## src/rtl/exc_pkg.sv

```systemverilog
// Shared types and constants for the exception/interrupt sequencer.
// Cause layout: [15:10] pending snapshot, [6:2] ExcCode, all other bits zero.
package exc_pkg;

  localparam int          IRQ_W      = 6;
  localparam logic [31:0] EXC_VECTOR = 32'h0000_0004;

  typedef enum logic [2:0] {
    S_IDLE,
    S_SAVE,
    S_VECTOR,
    S_RESTORE,
    S_RETURN
  } state_e;

  localparam logic [4:0] EXC_INT = 5'd0;
  localparam logic [4:0] EXC_SYS = 5'd8;
  localparam logic [4:0] EXC_BP  = 5'd9;
  localparam logic [4:0] EXC_TR  = 5'd13;

  localparam int ST_IE  = 0;
  localparam int ST_SYS = 1;
  localparam int ST_BP  = 2;
  localparam int ST_TR  = 3;
  localparam int ST_INT = 4;

  function automatic logic [31:0] make_cause(input logic [4:0]       code,
                                             input logic [IRQ_W-1:0] pend);
    return {16'h0000, pend, 3'b000, code, 2'b00};
  endfunction

endpackage

```

## src/rtl/irq_latch.sv

```systemverilog
// Interrupt capture: 2-flop synchronizer, rising-edge detect and sticky
// pending bits. A new edge beats a clear landing in the same cycle.
module irq_latch
  import exc_pkg::*;
(
  input  logic             i_clk,
  input  logic             i_rst_n,
  input  logic [IRQ_W-1:0] i_irq,
  input  logic             i_clr_en,
  input  logic [IRQ_W-1:0] i_clr_mask,
  output logic [IRQ_W-1:0] o_pending
);

  logic [IRQ_W-1:0] r_sync1;
  logic [IRQ_W-1:0] r_sync2;
  logic [IRQ_W-1:0] r_prev;
  logic [IRQ_W-1:0] r_pending;
  logic [IRQ_W-1:0] w_rise;
  logic [IRQ_W-1:0] w_clr;

  assign w_rise = r_sync2 & ~r_prev;
  assign w_clr  = i_clr_en ? i_clr_mask : '0;

  always_ff @(posedge i_clk or negedge i_rst_n) begin
    if (!i_rst_n) begin
      r_sync1   <= '0;
      r_sync2   <= '0;
      r_prev    <= '0;
      r_pending <= '0;
    end else begin
      r_sync1   <= i_irq;
      r_sync2   <= r_sync1;
      r_prev    <= r_sync2;
      r_pending <= (r_pending & ~w_clr) | w_rise;
    end
  end

  assign o_pending = r_pending;

endmodule

```

## src/rtl/exc_ctrl.sv

```systemverilog
// Trap/eret sequencer between commit, CP0 and the PC mux.
//   state     | meaning
//   S_IDLE    | waiting for a commit; trap or eret decided combinationally
//   S_SAVE    | exception strobe, CP0 latches status/cause/epc
//   S_VECTOR  | redirect to EXC_VECTOR, clear interrupts captured in cause
//   S_RESTORE | cp0_eret strobe, CP0 restores status
//   S_RETURN  | redirect to epc_in
module exc_ctrl
  import exc_pkg::*;
(
  input  logic             clk,
  input  logic             rst,
  input  logic             instr_valid,
  input  logic [31:0]      instr_pc,
  input  logic             syscall,
  input  logic             brk,
  input  logic             teq_trap,
  input  logic             eret,
  input  logic [IRQ_W-1:0] irq,
  input  logic [31:0]      status,
  input  logic [31:0]      epc_in,
  output logic             take,
  output logic             exception,
  output logic             cp0_eret,
  output logic [31:0]      cause,
  output logic [31:0]      epc_pc,
  output logic             pc_redirect,
  output logic [31:0]      redirect_pc,
  output logic             stall,
  output logic [IRQ_W-1:0] irq_pending
);

  state_e           r_state;
  state_e           w_state_nxt;
  logic [31:0]      r_cause;
  logic [31:0]      r_epc_pc;
  logic [31:0]      r_redirect_pc;
  logic [IRQ_W-1:0] w_pending;
  logic             w_sys, w_bp, w_tr, w_int, w_sw_trap;
  logic             w_commit, w_trap, w_clr_en;
  logic [4:0]       w_code;
  logic [31:0]      w_epc;

  irq_latch u_irq_latch (
    .i_clk      (clk),
    .i_rst_n    (rst),
    .i_irq      (irq),
    .i_clr_en   (w_clr_en),
    .i_clr_mask (r_cause[15:10]),
    .o_pending  (w_pending)
  );

  // Only an interrupt entry clears pending bits; a software trap merely reports them.
  assign w_clr_en = (r_state == S_VECTOR) && (r_cause[6:2] == EXC_INT);

  always_comb begin
    w_sys     = syscall  & status[ST_IE] & status[ST_SYS];
    w_bp      = brk      & status[ST_IE] & status[ST_BP];
    w_tr      = teq_trap & status[ST_IE] & status[ST_TR];
    w_int     = (|w_pending) & status[ST_IE] & status[ST_INT];
    w_sw_trap = w_sys | w_bp | w_tr;
    w_commit  = instr_valid && (r_state == S_IDLE);
    w_trap    = w_commit && (w_sw_trap || w_int);
    if (w_sys)      w_code = EXC_SYS;
    else if (w_bp)  w_code = EXC_BP;
    else if (w_tr)  w_code = EXC_TR;
    else            w_code = EXC_INT;
    w_epc = w_sw_trap ? instr_pc + 32'd4 : instr_pc;
  end

  always_comb begin
    w_state_nxt = r_state;
    case (r_state)
      S_IDLE: begin
        if (w_trap)                w_state_nxt = S_SAVE;
        else if (w_commit && eret) w_state_nxt = S_RESTORE;
      end
      S_SAVE:    w_state_nxt = S_VECTOR;
      S_VECTOR:  w_state_nxt = S_IDLE;
      S_RESTORE: w_state_nxt = S_RETURN;
      S_RETURN:  w_state_nxt = S_IDLE;
      default:   w_state_nxt = S_IDLE;
    endcase
  end

  always_ff @(posedge clk or negedge rst) begin
    if (!rst) begin
      r_state       <= S_IDLE;
      r_cause       <= '0;
      r_epc_pc      <= '0;
      r_redirect_pc <= '0;
    end else begin
      r_state <= w_state_nxt;
      if (w_trap) begin
        r_cause  <= make_cause(w_code, w_pending);
        r_epc_pc <= w_epc;
      end
      if (r_state == S_VECTOR)      r_redirect_pc <= EXC_VECTOR;
      else if (r_state == S_RETURN) r_redirect_pc <= epc_in;
    end
  end

  // redirect_pc follows epc_in live in S_RETURN and holds the last target in S_IDLE.
  always_comb begin
    take        = w_trap;
    exception   = (r_state == S_SAVE);
    cp0_eret    = (r_state == S_RESTORE);
    pc_redirect = (r_state == S_VECTOR) || (r_state == S_RETURN);
    stall       = (r_state != S_IDLE);
    cause       = r_cause;
    epc_pc      = r_epc_pc;
    irq_pending = w_pending;
    redirect_pc = r_redirect_pc;
    if (r_state == S_VECTOR)      redirect_pc = EXC_VECTOR;
    else if (r_state == S_RETURN) redirect_pc = epc_in;
  end

endmodule

```

## config.mk

```make
export PLATFORM = sky130hd
export DESIGN_NAME = exc_ctrl
export DESIGN_NICKNAME = d
export VERILOG_FILES = /design/src/rtl/exc_pkg.sv /design/src/rtl/irq_latch.sv /design/src/rtl/exc_ctrl.sv
export SDC_FILE = /design/constraint.sdc
export NUM_CORES = 1
export LEC_CHECK = 0
export ABC_AREA = 1
export ABC_CLOCK_PERIOD_IN_PS = 1600
export CELL_PAD_IN_SITES_DETAIL_PLACEMENT = 0
export CELL_PAD_IN_SITES_GLOBAL_PLACEMENT = 1
export CORE_ASPECT_RATIO = 1.2
export CORE_MARGIN = 2
export CORE_UTILIZATION = 27
export CTS_BUF_LIST = sky130_fd_sc_hd__clkbuf_4
export DETAILED_ROUTE_END_ITERATION = 10
export GPL_ROUTABILITY_DRIVEN = 0
export PLACE_DENSITY = 0.87
export REMOVE_ABC_BUFFERS = 1
export SLEW_MARGIN = 20
export SYNTH_ARGS = -nofsm -noshare
export SYNTH_HDL_FRONTEND = slang
export SYNTH_HIERARCHICAL = 1
export SYNTH_SLANG_ARGS = --single-unit
export TNS_END_PERCENT = 1
```

## constraint.sdc

```tcl
create_clock -name clk -period 1.6 [get_ports clk]
set_input_delay 0.32 -clock clk [delete_from_list [all_inputs] [get_ports clk]]
set_output_delay 0.32 -clock clk [all_outputs]
set_load 0.1 [all_outputs]
```

==> metrics.md <==
| Metric | Value |
|---|---|
| Status | complete, but fails checks |
| Failing checks | negative setup slack |
| GR Overflow Total | 0 |
| Flops & latches, synth | 100 |
| Post-synthesis cell count | 595 |
| FFs w/ async S/R, synth | 1.00 |
| CP Data Required Time | 1.28 ns |
| Clk slew on worst S/H paths | 0.17 ns |
| Pre-CTS setup slack | -0.440 ns |
| Nets | 965 |
| Final non-filler cell area | 8930 sq um |
| Worst endpoint data arrival time | 1.93 ns |
| Core Util, Final | 0.512 |
| Synth Area per Inst | 8.04 sq um |
| Placed cell areas | 8100 sq um |
| Mapped cell area | 4780 sq um |
| Max Cap Violations | 0 |
| Type of the worst setup path | reg2out |
| DIE WIDTH | 125 microns |
| Critical-path cell list | nor2_2, nand2_2, clkinv_4, buf_6, nand2_1, a21oi_2, buf_12 |
| Filler cells | 1576 |
| Root Buffer Master | clkbuf_4 |
| Number of enable flip-flop cells after synthesis | 0 |
| Final HPWL DP | 11.0 mm |
| Power Density | 2360 nW/um^2 |
| Syn. warnings | 6 |
| Pins Over Slew Limit | 0 |
| Initial core utilization | 0.274 |
| Slowest cell delay on critical path | 0.44 ns |
| I/O pin count | 216 |
| Seq/Total Area, Yosys | 0.523 |
| Vias in the first global route | 4873 |
| Clock Skews | 0.0270 ns |
| # clock sinks | 100 |
| Final hold violations | 0 |
| Initial DRC count | 147 |
| Die Height | 150 microns |
| CTS tree | built |
| Via/cell ratio | 4.42 |
| Core Region | 17400 sq um |
| Largest net degree at the start of global routing | 64 |
| Final WS setup | -0.655 ns |
| Slowest CP cell | dfrtp_1 |
| Final setup viols | 76 |
| FF+latch area | 2500 sq um |
| Area Growth Syn to Fin | 86.7% |
| PortBufs | 165 |
| Startpoint Class | flip-flop |
| Cell variety after synth | 30 |
| WHS | 0.150 ns |
| First-pass DRT Iterations | 4 |
| Via count | 4782 |
| Drt total wl | 15.6 mm |
| Achievable Freq | 0.444 GHz |
| Max Buffers Root-to-Sink | 2 |
| Worst skew pair latency | 0.49 ns |
| CTS H-Tree Depth | 3 |
| # rows | 53 |
| Die ar. | 18800 sq um |
| LEAKAGE | 0.00412 uW |
| Detail Route Antenna Nets | 0 |
| Period utilization | 1.41 |
| Routed WL per cell | 14.5 microns |
| Share of layout cells above drive strength 1 | 0.319 |
| Peak supply drop | 1.53 mV |
| Hold WC Path Type | in2async |
| CTS buffer count | 9 |
| Synth Flop Type | dfrtp_1 |
| Global-route wire length before repair | 24.3 mm |
| Multi-input logic area | 2270 sq um |
| Setup TNS | -22.83 ns |
| # DRC | 0 |
| Initial antenna violation count | 1 |
| Setup crit end kind | output pin |
| Unrepaired setup endpoints after global routing | yes |
| Crit Path Max Fanout | 7 |
| Tot GR Track Use | 0.163 |
| Tmin final | 2.25 ns |
[cells in the final DEF, fill, tap and decap left out, drive strengths merged]
master	n
nand2	241
buf	184
dfrtp	100
clkdlybuf4s50	80
nand3	52
inv	48
a21oi	33
nor2	30
conb	23
clkbuf	14
nand4	12
o21bai	10
nor3	10
o21ai	8
xor2	4
clkinv	3
diode	1
o22a	1
nor4	1
or2	1
o211ai	1
xnor2	1
ha	1
bufinv	1
dlygate4sd3	1
[metal layers]
layer / track usage / vias to the layer above / part of all wire / wire [microns]
met3: 0.0429 / 22 / 0.067 / 1040
met5: 0 / - / 0 / 0
met1: 0.186 / 2239 / 0.38 / 6010
li1: - / 2375 / - / -
met4: 0.0622 / 0 / 0.023 / 356
met2: 0.291 / 146 / 0.53 / 8220
[registers in the layout, summed over array words and instances (netlist names)]
| name | cells |
|---|---|
| epc_pc | 32 |
| r_redirect_pc | 32 |
| cause | 9 |
| u_irq_latch/o_pending | 6 |
| u_irq_latch/r_prev | 6 |
| u_irq_latch/r_sync1 | 6 |
| u_irq_latch/r_sync2 | 6 |
| r_state | 3 |
[cell families after synthesis]
kind of cell	after synthesis	synth area share
adder cells (fa/ha/maj)	1	0.00262
AO/OA/AOI/OAI	53	0.0620
buffers and inverters	88	0.0955
XOR/XNOR	5	0.00916
flip-flops	100	0.523
other	1	0.000784
AND/OR/NAND/NOR	347	0.307
[timing repair]
item,CTS,global route
setup endpoints to repair,84,86
gates resized for setup,43,51
endpoints found under the hold margin,100,0
buffers inserted,1,13
hold buffers,1,0
gates cloned,1,5
pin swaps,1,20
[cell type report]
| cell class | count | share of cell area |
|---|---|---|
| Sequential cell | 100 | 0.280 |
| Multi-Input combinational cell | 429 | 0.254 |
| Antenna cell | 1 | 0.000280 |
| Clock buffer | 10 | 0.00841 |
| Inverter | 46 | 0.0199 |
| Clock inverter | 6 | 0.00883 |
| Tap cell | 220 | 0.0308 |
| Timing Repair Buffer | 269 | 0.397 |
[report_power, final]
part	total, uW	internal (uW)	switching, uW	leakage (uW)
combinational	15400	5480	9880	0.00278
clock	1480	528	953	0.0000850
sequential	4250	3440	807	0.00125
[worst max-delay path: cells and delay by family (launching register included)]
kind,cells,cell delay [ns]
compound gates,1,0.22
buf+inv,3,0.46
flops,1,0.44
simple gates,3,0.34
[worst paths after layout]
| path | startpoint | to | slack, ns | cells after the start |
|---|---|---|---|---|
| worst max-delay path | r_state[0] | redirect_pc[18] | -0.65 | 7 |
| worst min-delay path | rst | u_irq_latch/r_sync1[5] | 0.15 | 2 |
| worst max register to register | r_state[0] | u_irq_latch/o_pending[3] | -0.08 | 9 |
| worst min register to register | u_irq_latch/r_sync1[2] | u_irq_latch/r_sync2[2] | 0.35 | 0 |
| max in group asynchronous | rst | u_irq_latch/r_sync1[0] | 0.90 | 3 |
| min in group clk | irq[1] | u_irq_latch/r_sync1[1] | 0.24 | 1 |
[synth_stat cells (3+ instances only)]
library cell,count,area share
o21ai_1,3,0.0031
dfrtp_1,100,0.52
nand2_2,4,0.0052
buf_4,25,0.039
a21oi_1,33,0.035
nor2_1,26,0.020
nand3_1,51,0.053
o21bai_1,10,0.016
nor2_4,3,0.0071
nand4_1,11,0.014
inv_1,45,0.035
nor3_1,9,0.0094
nand2_1,237,0.19
o21ai_0,5,0.0052
xor2_1,4,0.0073
buf_2,8,0.0084
clkbuf_1,6,0.0047
buf_6,3,0.0071
[metrics by stage]
stage | power (uW) | std cells
after floorplan | 12500 | 575
after global placement | 18400 | 1043
after detailed placement | 18500 | 1043
after CTS | 20400 | 1062
after global routing | 21900 | 1081
final | 21100 | 1081
Power figures use the tool's default switching activity.
